File: config.mk
export PLATFORM = sky130hd
export DESIGN_NAME = led_array_ctrl_flat
export DESIGN_NICKNAME = d
export VERILOG_FILES = /design/src/rtl/led_array_ctrl_if.sv /design/src/rtl/led_array_ctrl.sv /design/src/flat_wrapper.sv
export SDC_FILE = /design/constraint.sdc
export NUM_CORES = 1
export LEC_CHECK = 0
export BUFFER_PORTS_ARGS = -buffer_cell sky130_fd_sc_hd__clkbuf_2
export CORE_MARGIN = 2
export CORE_UTILIZATION = 45
export CTS_BUF_LIST = sky130_fd_sc_hd__clkbuf_4 sky130_fd_sc_hd__clkbuf_8
export DETAILED_ROUTE_END_ITERATION = 10
export MAX_ROUTING_LAYER = met4
export PLACE_DENSITY = 0.65
export SETUP_SLACK_MARGIN = 0.2
export SLEW_MARGIN = 20
export SYNTH_ARGS = -nofsm -noshare
export SYNTH_HDL_FRONTEND = slang
export SYNTH_SLANG_ARGS = --single-unit
File: constraint.sdc
create_clock -name clk -period 5.88 [get_ports clk]
set_input_delay 1.176 -clock clk [delete_from_list [all_inputs] [get_ports clk]]
set_output_delay 1.176 -clock clk [all_outputs]
set_load 0.03 [all_outputs]
File: src/rtl/led_array_ctrl_if.sv
// Config write port for led_array_ctrl: valid/ready write request carrying
// channel, mode and value, plus the error pulse for out-of-range channels.
//   master : drives cfg_valid/cfg_chan/cfg_mode/cfg_value, sees cfg_ready/cfg_err
//   slave  : the LED controller side
interface led_array_ctrl_if #(
    parameter int unsigned CH_W  = 2,
    parameter int unsigned CNT_W = 16
);
    logic             cfg_valid;
    logic             cfg_ready;
    logic [CH_W-1:0]  cfg_chan;
    logic [1:0]       cfg_mode;
    logic [CNT_W-1:0] cfg_value;
    logic             cfg_err;

    modport master (
        output cfg_valid, cfg_chan, cfg_mode, cfg_value,
        input  cfg_ready, cfg_err
    );

    modport slave (
        input  cfg_valid, cfg_chan, cfg_mode, cfg_value,
        output cfg_ready, cfg_err
    );
endinterface

File: src/rtl/led_array_ctrl.sv
// Multi-channel LED controller. Each channel runs OFF, ON, BLINK (half-period
// in prescaler ticks) or PWM (duty against a shared free-running phase).
//   clk, reset : system clock, asynchronous active-high reset
//   cfg        : config write port (slave side of led_array_ctrl_if)
//   tick       : one-cycle strobe every CLK_HZ/TICK_HZ clocks
//   led        : registered active-high LED drive, one bit per channel
module led_array_ctrl #(
    parameter int unsigned NUM_LEDS = 4,
    parameter int unsigned CLK_HZ   = 24_000_000,
    parameter int unsigned TICK_HZ  = 1000,
    parameter int unsigned CNT_W    = 16,
    parameter int unsigned PWM_W    = 8
) (
    input  logic                clk,
    input  logic                reset,
    led_array_ctrl_if.slave     cfg,
    output logic                tick,
    output logic [NUM_LEDS-1:0] led
);
    localparam int unsigned PRESCALE = CLK_HZ / TICK_HZ;
    localparam int unsigned PS_W     = (PRESCALE > 1) ? $clog2(PRESCALE) : 1;

    typedef enum logic [1:0] {
        MODE_OFF   = 2'd0,
        MODE_ON    = 2'd1,
        MODE_BLINK = 2'd2,
        MODE_PWM   = 2'd3
    } mode_t;

    logic [PS_W-1:0]  ps_cnt;
    logic [PWM_W-1:0] phase;
    mode_t            mode  [NUM_LEDS];
    logic [CNT_W-1:0] value [NUM_LEDS];
    logic [CNT_W-1:0] cnt   [NUM_LEDS];
    logic [NUM_LEDS-1:0] blink;
    logic [NUM_LEDS-1:0] led_d;
    logic             wr;
    logic             chan_ok;

    assign wr      = cfg.cfg_valid && cfg.cfg_ready;
    assign chan_ok = (32'(cfg.cfg_chan) < NUM_LEDS);

    // Ready comes up on the first edge after reset and never drops.
    always_ff @(posedge clk or posedge reset) begin
        if (reset) begin
            cfg.cfg_ready <= 1'b0;
            cfg.cfg_err   <= 1'b0;
        end else begin
            cfg.cfg_ready <= 1'b1;
            cfg.cfg_err   <= wr && !chan_ok;
        end
    end

    // Prescaler runs once ready is up, so the first tick lands PRESCALE edges
    // after release; tick is registered one count early to line up with P-1.
    always_ff @(posedge clk or posedge reset) begin
        if (reset) begin
            ps_cnt <= '0;
            tick   <= 1'b0;
        end else if (cfg.cfg_ready) begin
            ps_cnt <= (ps_cnt == PS_W'(PRESCALE - 1)) ? '0 : ps_cnt + PS_W'(1);
            tick   <= (ps_cnt == PS_W'(PRESCALE - 2));
        end
    end

    // Shared PWM phase, free-running from reset release.
    always_ff @(posedge clk or posedge reset) begin
        if (reset) begin
            phase <= '0;
        end else begin
            phase <= phase + PWM_W'(1);
        end
    end

    // Per-channel mode/value/blink state; a write to a channel takes
    // priority over a tick landing on the same edge.
    always_ff @(posedge clk or posedge reset) begin
        if (reset) begin
            for (int i = 0; i < int'(NUM_LEDS); i++) begin
                mode[i]  <= MODE_OFF;
                value[i] <= '0;
                cnt[i]   <= '0;
            end
            blink <= '0;
        end else begin
            for (int i = 0; i < int'(NUM_LEDS); i++) begin
                if (wr && chan_ok && (32'(cfg.cfg_chan) == 32'(i))) begin
                    mode[i]  <= mode_t'(cfg.cfg_mode);
                    value[i] <= cfg.cfg_value;
                    cnt[i]   <= '0;
                    blink[i] <= 1'b0;
                end else if (mode[i] == MODE_BLINK && tick) begin
                    if (cnt[i] == value[i]) begin
                        cnt[i]   <= '0;
                        blink[i] <= ~blink[i];
                    end else begin
                        cnt[i]   <= cnt[i] + CNT_W'(1);
                    end
                end
            end
        end
    end

    // LED drive decode from the current channel state.
    always_comb begin
        led_d = '0;
        for (int i = 0; i < int'(NUM_LEDS); i++) begin
            case (mode[i])
                MODE_ON:    led_d[i] = 1'b1;
                MODE_BLINK: led_d[i] = blink[i];
                MODE_PWM:   led_d[i] = (phase < value[i][PWM_W-1:0]);
                default:    led_d[i] = 1'b0;
            endcase
        end
    end

    always_ff @(posedge clk or posedge reset) begin
        if (reset) begin
            led <= '0;
        end else begin
            led <= led_d;
        end
    end
endmodule

File: src/flat_wrapper.sv
// flat-port wrapper written by rule: the top's interface ports become plain ports
module led_array_ctrl_flat 
#(
    parameter int unsigned NUM_LEDS = 4,
    parameter int unsigned CLK_HZ   = 24_000_000,
    parameter int unsigned TICK_HZ  = 1000,
    parameter int unsigned CNT_W    = 16,
    parameter int unsigned PWM_W    = 8
)
  (clk, reset, tick, led, cfg_cfg_valid, cfg_cfg_chan, cfg_cfg_mode, cfg_cfg_value, cfg_cfg_ready, cfg_cfg_err);
  led_array_ctrl_if #(.CH_W(2), .CNT_W(CNT_W)) cfg_i ();
  input  logic clk;
  input  logic reset;
  output logic tick;
  output logic [NUM_LEDS-1:0] led;
  input wire logic [$bits(cfg_i.cfg_valid)-1:0] cfg_cfg_valid;
  input wire logic [$bits(cfg_i.cfg_chan)-1:0] cfg_cfg_chan;
  input wire logic [$bits(cfg_i.cfg_mode)-1:0] cfg_cfg_mode;
  input wire logic [$bits(cfg_i.cfg_value)-1:0] cfg_cfg_value;
  output wire logic [$bits(cfg_i.cfg_ready)-1:0] cfg_cfg_ready;
  output wire logic [$bits(cfg_i.cfg_err)-1:0] cfg_cfg_err;
  assign cfg_i.cfg_valid = cfg_cfg_valid;
  assign cfg_i.cfg_chan = cfg_cfg_chan;
  assign cfg_i.cfg_mode = cfg_cfg_mode;
  assign cfg_i.cfg_value = cfg_cfg_value;
  assign cfg_cfg_ready = cfg_i.cfg_ready;
  assign cfg_cfg_err = cfg_i.cfg_err;
  led_array_ctrl #(.NUM_LEDS(NUM_LEDS), .CLK_HZ(CLK_HZ), .TICK_HZ(TICK_HZ), .CNT_W(CNT_W), .PWM_W(PWM_W)) u_core (.clk(clk), .reset(reset), .cfg(cfg_i), .tick(tick), .led(led));
endmodule
==> flow_summary.rst <==
.. list-table::
   :header-rows: 1

   * - Metric
     - Value
   * - Root cell of the clock tree
     - sky130_fd_sc_hd__clkbuf_8
   * - Biggest fanout along the worst timing path
     - 16
   * - EDFF count, synth
     - 0
   * - Area Overhead vs Synth
     - 8.48%
   * - Post_cts resized
     - 0
   * - Max-cap check violation count
     - 0
   * - Worst-Margin Slew
     - 925 ps
   * - Worst path bufs/invs
     - 1
   * - Overall die area
     - 0.0208 mm2
   * - Fill count
     - 1845
   * - Netlist Area Pre-Place
     - 0.00886 mm2
   * - Aggregate global routing overflow
     - 0
   * - TritonCTS clock tree
     - done
   * - Synthesized netlist net count
     - 975
   * - Placed instance area
     - 0.00921 mm2
   * - Clock slew at reported path FFs
     - 80 ps
   * - Most used DFF post-synth
     - sky130_fd_sc_hd__dfrtp_1
   * - Total global-route track usage
     - 21.2%
   * - Synthesized area per cell
     - between 9 and 10 um2
   * - Number of antenna violations at the first check in global routing
     - 0
   * - Half-perimeter wire length of the detailed placement result
     - 13600 um
   * - Endpoint type of the worst setup path
     - output port
   * - Final setup violation count
     - 0
   * - Setup repair bufs after CTS
     - 0
   * - Run status
     - finished, final reports clean
   * - Clock skew
     - 11.2 ps
   * - Worst relative slew slack
     - 38.3%
   * - Flip-flop and latch count after synthesis
     - 169
   * - Initial Util
     - 45.7%
   * - Sequential share of the synthesized area
     - 47.7%
   * - Die boundary height
     - 144 um
   * - H-tree depth reported by CTS
     - 4
   * - Vias per Instance
     - about 5.3
   * - Max stage delay cell, worst path
     - sky130_fd_sc_hd__dfrtp_1
   * - End point of the critical path
     - cfg_cfg_ready
   * - Maximum root-to-sink buffer count
     - 2
   * - Number of buffers created by CTS
     - 17
   * - Worst path top cell family by delay
     - flip-flops
   * - Number of iterations in the first detailed-routing pass
     - 5
   * - Clock latency at the later pin of the worst-skew pair
     - around 450 ps
   * - Sum of routed wire length over all layers
     - roughly 20000 um
   * - Leak Pwr
     - 0.00469 uW
   * - Depth of the worst register-to-register path
     - 5
   * - Capture point of the worst reg-to-reg path
     - u_core.cnt[55]
   * - Logic depth of the worst setup path including buffers
     - 1
   * - Power per cell area
     - 287 mW/mm2
   * - CP Launch Type
     - flip-flop
   * - Wire length of the first global-routing pass
     - 32900 um
   * - Worst setup path start
     - u_core.cfg.cfg_ready
   * - Vias in the first global route
     - 6280
   * - Synth unique cells
     - between 50 and 60
   * - Final core utilization
     - 49.5%
   * - Final instance area
     - 0.00961 mm2
   * - Routability Congestion
     - 0.853
   * - Worst hold path type
     - reg -> reg
   * - Reg-to-reg setup timing slack
     - roughly 3400 ps
   * - Crit path time final
     - about 2600 ps
   * - Number of sinks handled by clock tree synthesis
     - 169
   * - Async SR Flop Fraction
     - 100%
   * - Yosys Warn Count
     - 0
   * - Critical path class
     - reg -> out
   * - Number of remaining DRC errors
     - 0
   * - Net count of the finished layout
     - 992
   * - Final antenna diode count
     - 0
   * - Number of violations reported at the end of detailed-routing iteration 0
     - 428
   * - Crit Reg-Reg Startpoint
     - u_core.cfg.cfg_ready
   * - Largest vdd supply drop
     - 0.000138 V
   * - Fmax
     - 378 MHz
   * - CP Cell Sequence
     - clkbuf_2
   * - Final Hold Violating Endpoints
     - 0
   * - Share of cells above drive strength 1
     - between 10 and 15%
   * - Pins Over Slew Limit
     - 0
   * - Data arrival time of the critical path
     - 1470 ps
   * - Gate count of the mapped netlist
     - 917
   * - Worst path max stage delay
     - 710 ps
   * - Crit path required time
     - 4700 ps
   * - TNS Setup
     - 0 ps
   * - Post-route clock period utilization
     - between 40 and 50%
   * - Number of nets with antenna violations after routing
     - 0
   * - Vias after detailed routing
     - around 6400
   * - Count of boundary I/O pins
     - 30
   * - Maximum number of pins on one net before global-route repair
     - 170
   * - Count of standard-cell rows
     - 51
   * - CTS Hold Buffers Added
     - 0
   * - Die span in x
     - 144 um
   * - PnR Total Power
     - roughly 2800 uW
   * - Unrepaired setup endpoints after global routing
     - false
   * - Input/output buffers
     - 28
   * - Core outline area
     - 0.0194 mm2
   * - Detail-routed net length per standard cell
     - around 17 um
-- sequential cells by signal, summed over array words and instances, names as in the netlist --
name / cells
u_core.cnt: 64
u_core.value: 64
u_core.ps_cnt: 15
u_core.mode: 8
u_core.phase: 8
u_core.blink: 4
u_core.led: 4
u_core.cfg.cfg_ready: 1
u_core.tick: 1
-- final cells by class --
class,instances,area [um2],area share [%]
flip-flops and latches,169,4230,44.0
clock buffers,22,278,2.89
inverters,42,161,1.68
clock inverters,8,121,1.26
repair buffers,32,183,1.90
well taps,265,332,3.45
multi-input cells,672,4300,44.8
-- cell usage after synthesis, types with 20 or more instances --
| cell | instances | area share, % |
|---|---|---|
| sky130_fd_sc_hd__nand4_1 | 32 | 2.3 |
| sky130_fd_sc_hd__inv_1 | 42 | 1.8 |
| sky130_fd_sc_hd__ha_1 | 35 | 4.9 |
| sky130_fd_sc_hd__o21ai_0 | 35 | 2.0 |
| sky130_fd_sc_hd__xnor2_1 | 26 | 2.6 |
| sky130_fd_sc_hd__nand3_1 | 29 | 1.6 |
| sky130_fd_sc_hd__nor2_1 | 68 | 2.9 |
| sky130_fd_sc_hd__nor4_1 | 20 | 1.4 |
| sky130_fd_sc_hd__nand2_1 | 155 | 6.6 |
| sky130_fd_sc_hd__xor2_1 | 99 | 9.8 |
| sky130_fd_sc_hd__and3_1 | 21 | 1.5 |
| sky130_fd_sc_hd__dfrtp_1 | 169 | 48 |
| sky130_fd_sc_hd__a21oi_1 | 23 | 1.3 |
-- cells by family (layout without fill, tap and decap cells) --
| logic type | after synthesis | in the layout | share of synthesized area (%) |
|---|---|---|---|
| flops | 169 | 169 | 47.7 |
| other cells | 2 | 2 | 0.0848 |
| compound gates | 114 | 114 | 8.05 |
| fa+ha+maj | 35 | 35 | 4.94 |
| mux | 20 | 20 | 2.51 |
| simple gates | 376 | 376 | 20.6 |
| xor+xnor | 125 | 125 | 12.4 |
| buf+inv | 76 | 104 | 3.66 |
-- power by group --
group          internal (uW)  switching (uW)  total (uW)
clock                    445             414         859
sequential              1310             140        1450
combinational            203             249         452
-- stage by stage --
step | worst slack [ps] | hold WS [ps] | cells
floorplan | 2550 | 456 | 917
global placement | 2910 | 477 | 1180
detailed placement | 2880 | 480 | 1180
CTS | 3210 | 496 | 1210
global route | 3150 | 523 | 1210
finish | 3230 | 497 | 1210
-- cells in the final DEF (no fill, tap or decap), types with 28 or more instances in the layout --
cell type                  synthesis  layout
sky130_fd_sc_hd__nand4_1          32      32
sky130_fd_sc_hd__nor2_1           68      68
sky130_fd_sc_hd__nand3_1          29      29
sky130_fd_sc_hd__nand2_1         155     155
sky130_fd_sc_hd__xor2_1           99      99
sky130_fd_sc_hd__ha_1             35      35
sky130_fd_sc_hd__o21ai_0          35      35
sky130_fd_sc_hd__dfrtp_1         169     169
sky130_fd_sc_hd__inv_1            42      41
sky130_fd_sc_hd__clkbuf_2          2      28
-- how the worst min path moves through the flow --
| stage | start | end | slack [ps] | cells past startpoint |
|---|---|---|---|---|
| 6_report | u_core.ps_cnt[13] | u_core.ps_cnt[13] | 500 | 1 |
| 5_1_grt | u_core.ps_cnt[13] | u_core.ps_cnt[13] | 520 | 1 |
| 4_1_cts | u_core.ps_cnt[13] | u_core.ps_cnt[13] | 500 | 1 |
| 3_3_place_gp | u_core.ps_cnt[9] | u_core.ps_cnt[9] | 480 | 1 |
| 3_5_place_dp | u_core.ps_cnt[13] | u_core.ps_cnt[13] | 480 | 1 |
| 2_1_floorplan | u_core.ps_cnt[13] | u_core.ps_cnt[13] | 460 | 1 |
-- per-layer routing --
metal | wire, um | GRT usage (%) | share of wire (%) | vias to the layer above
met1 | 9610 | 29.3 | 48 | 3162
li1 | - | - | - | 3168
met5 | 0 | - | 0 | -
met3 | 745 | 3.64 | 3.7 | 17
met4 | 243 | 4.85 | 1.2 | 0
met2 | 9430 | 32.9 | 47 | 102
(Power assumes the default switching activity.)
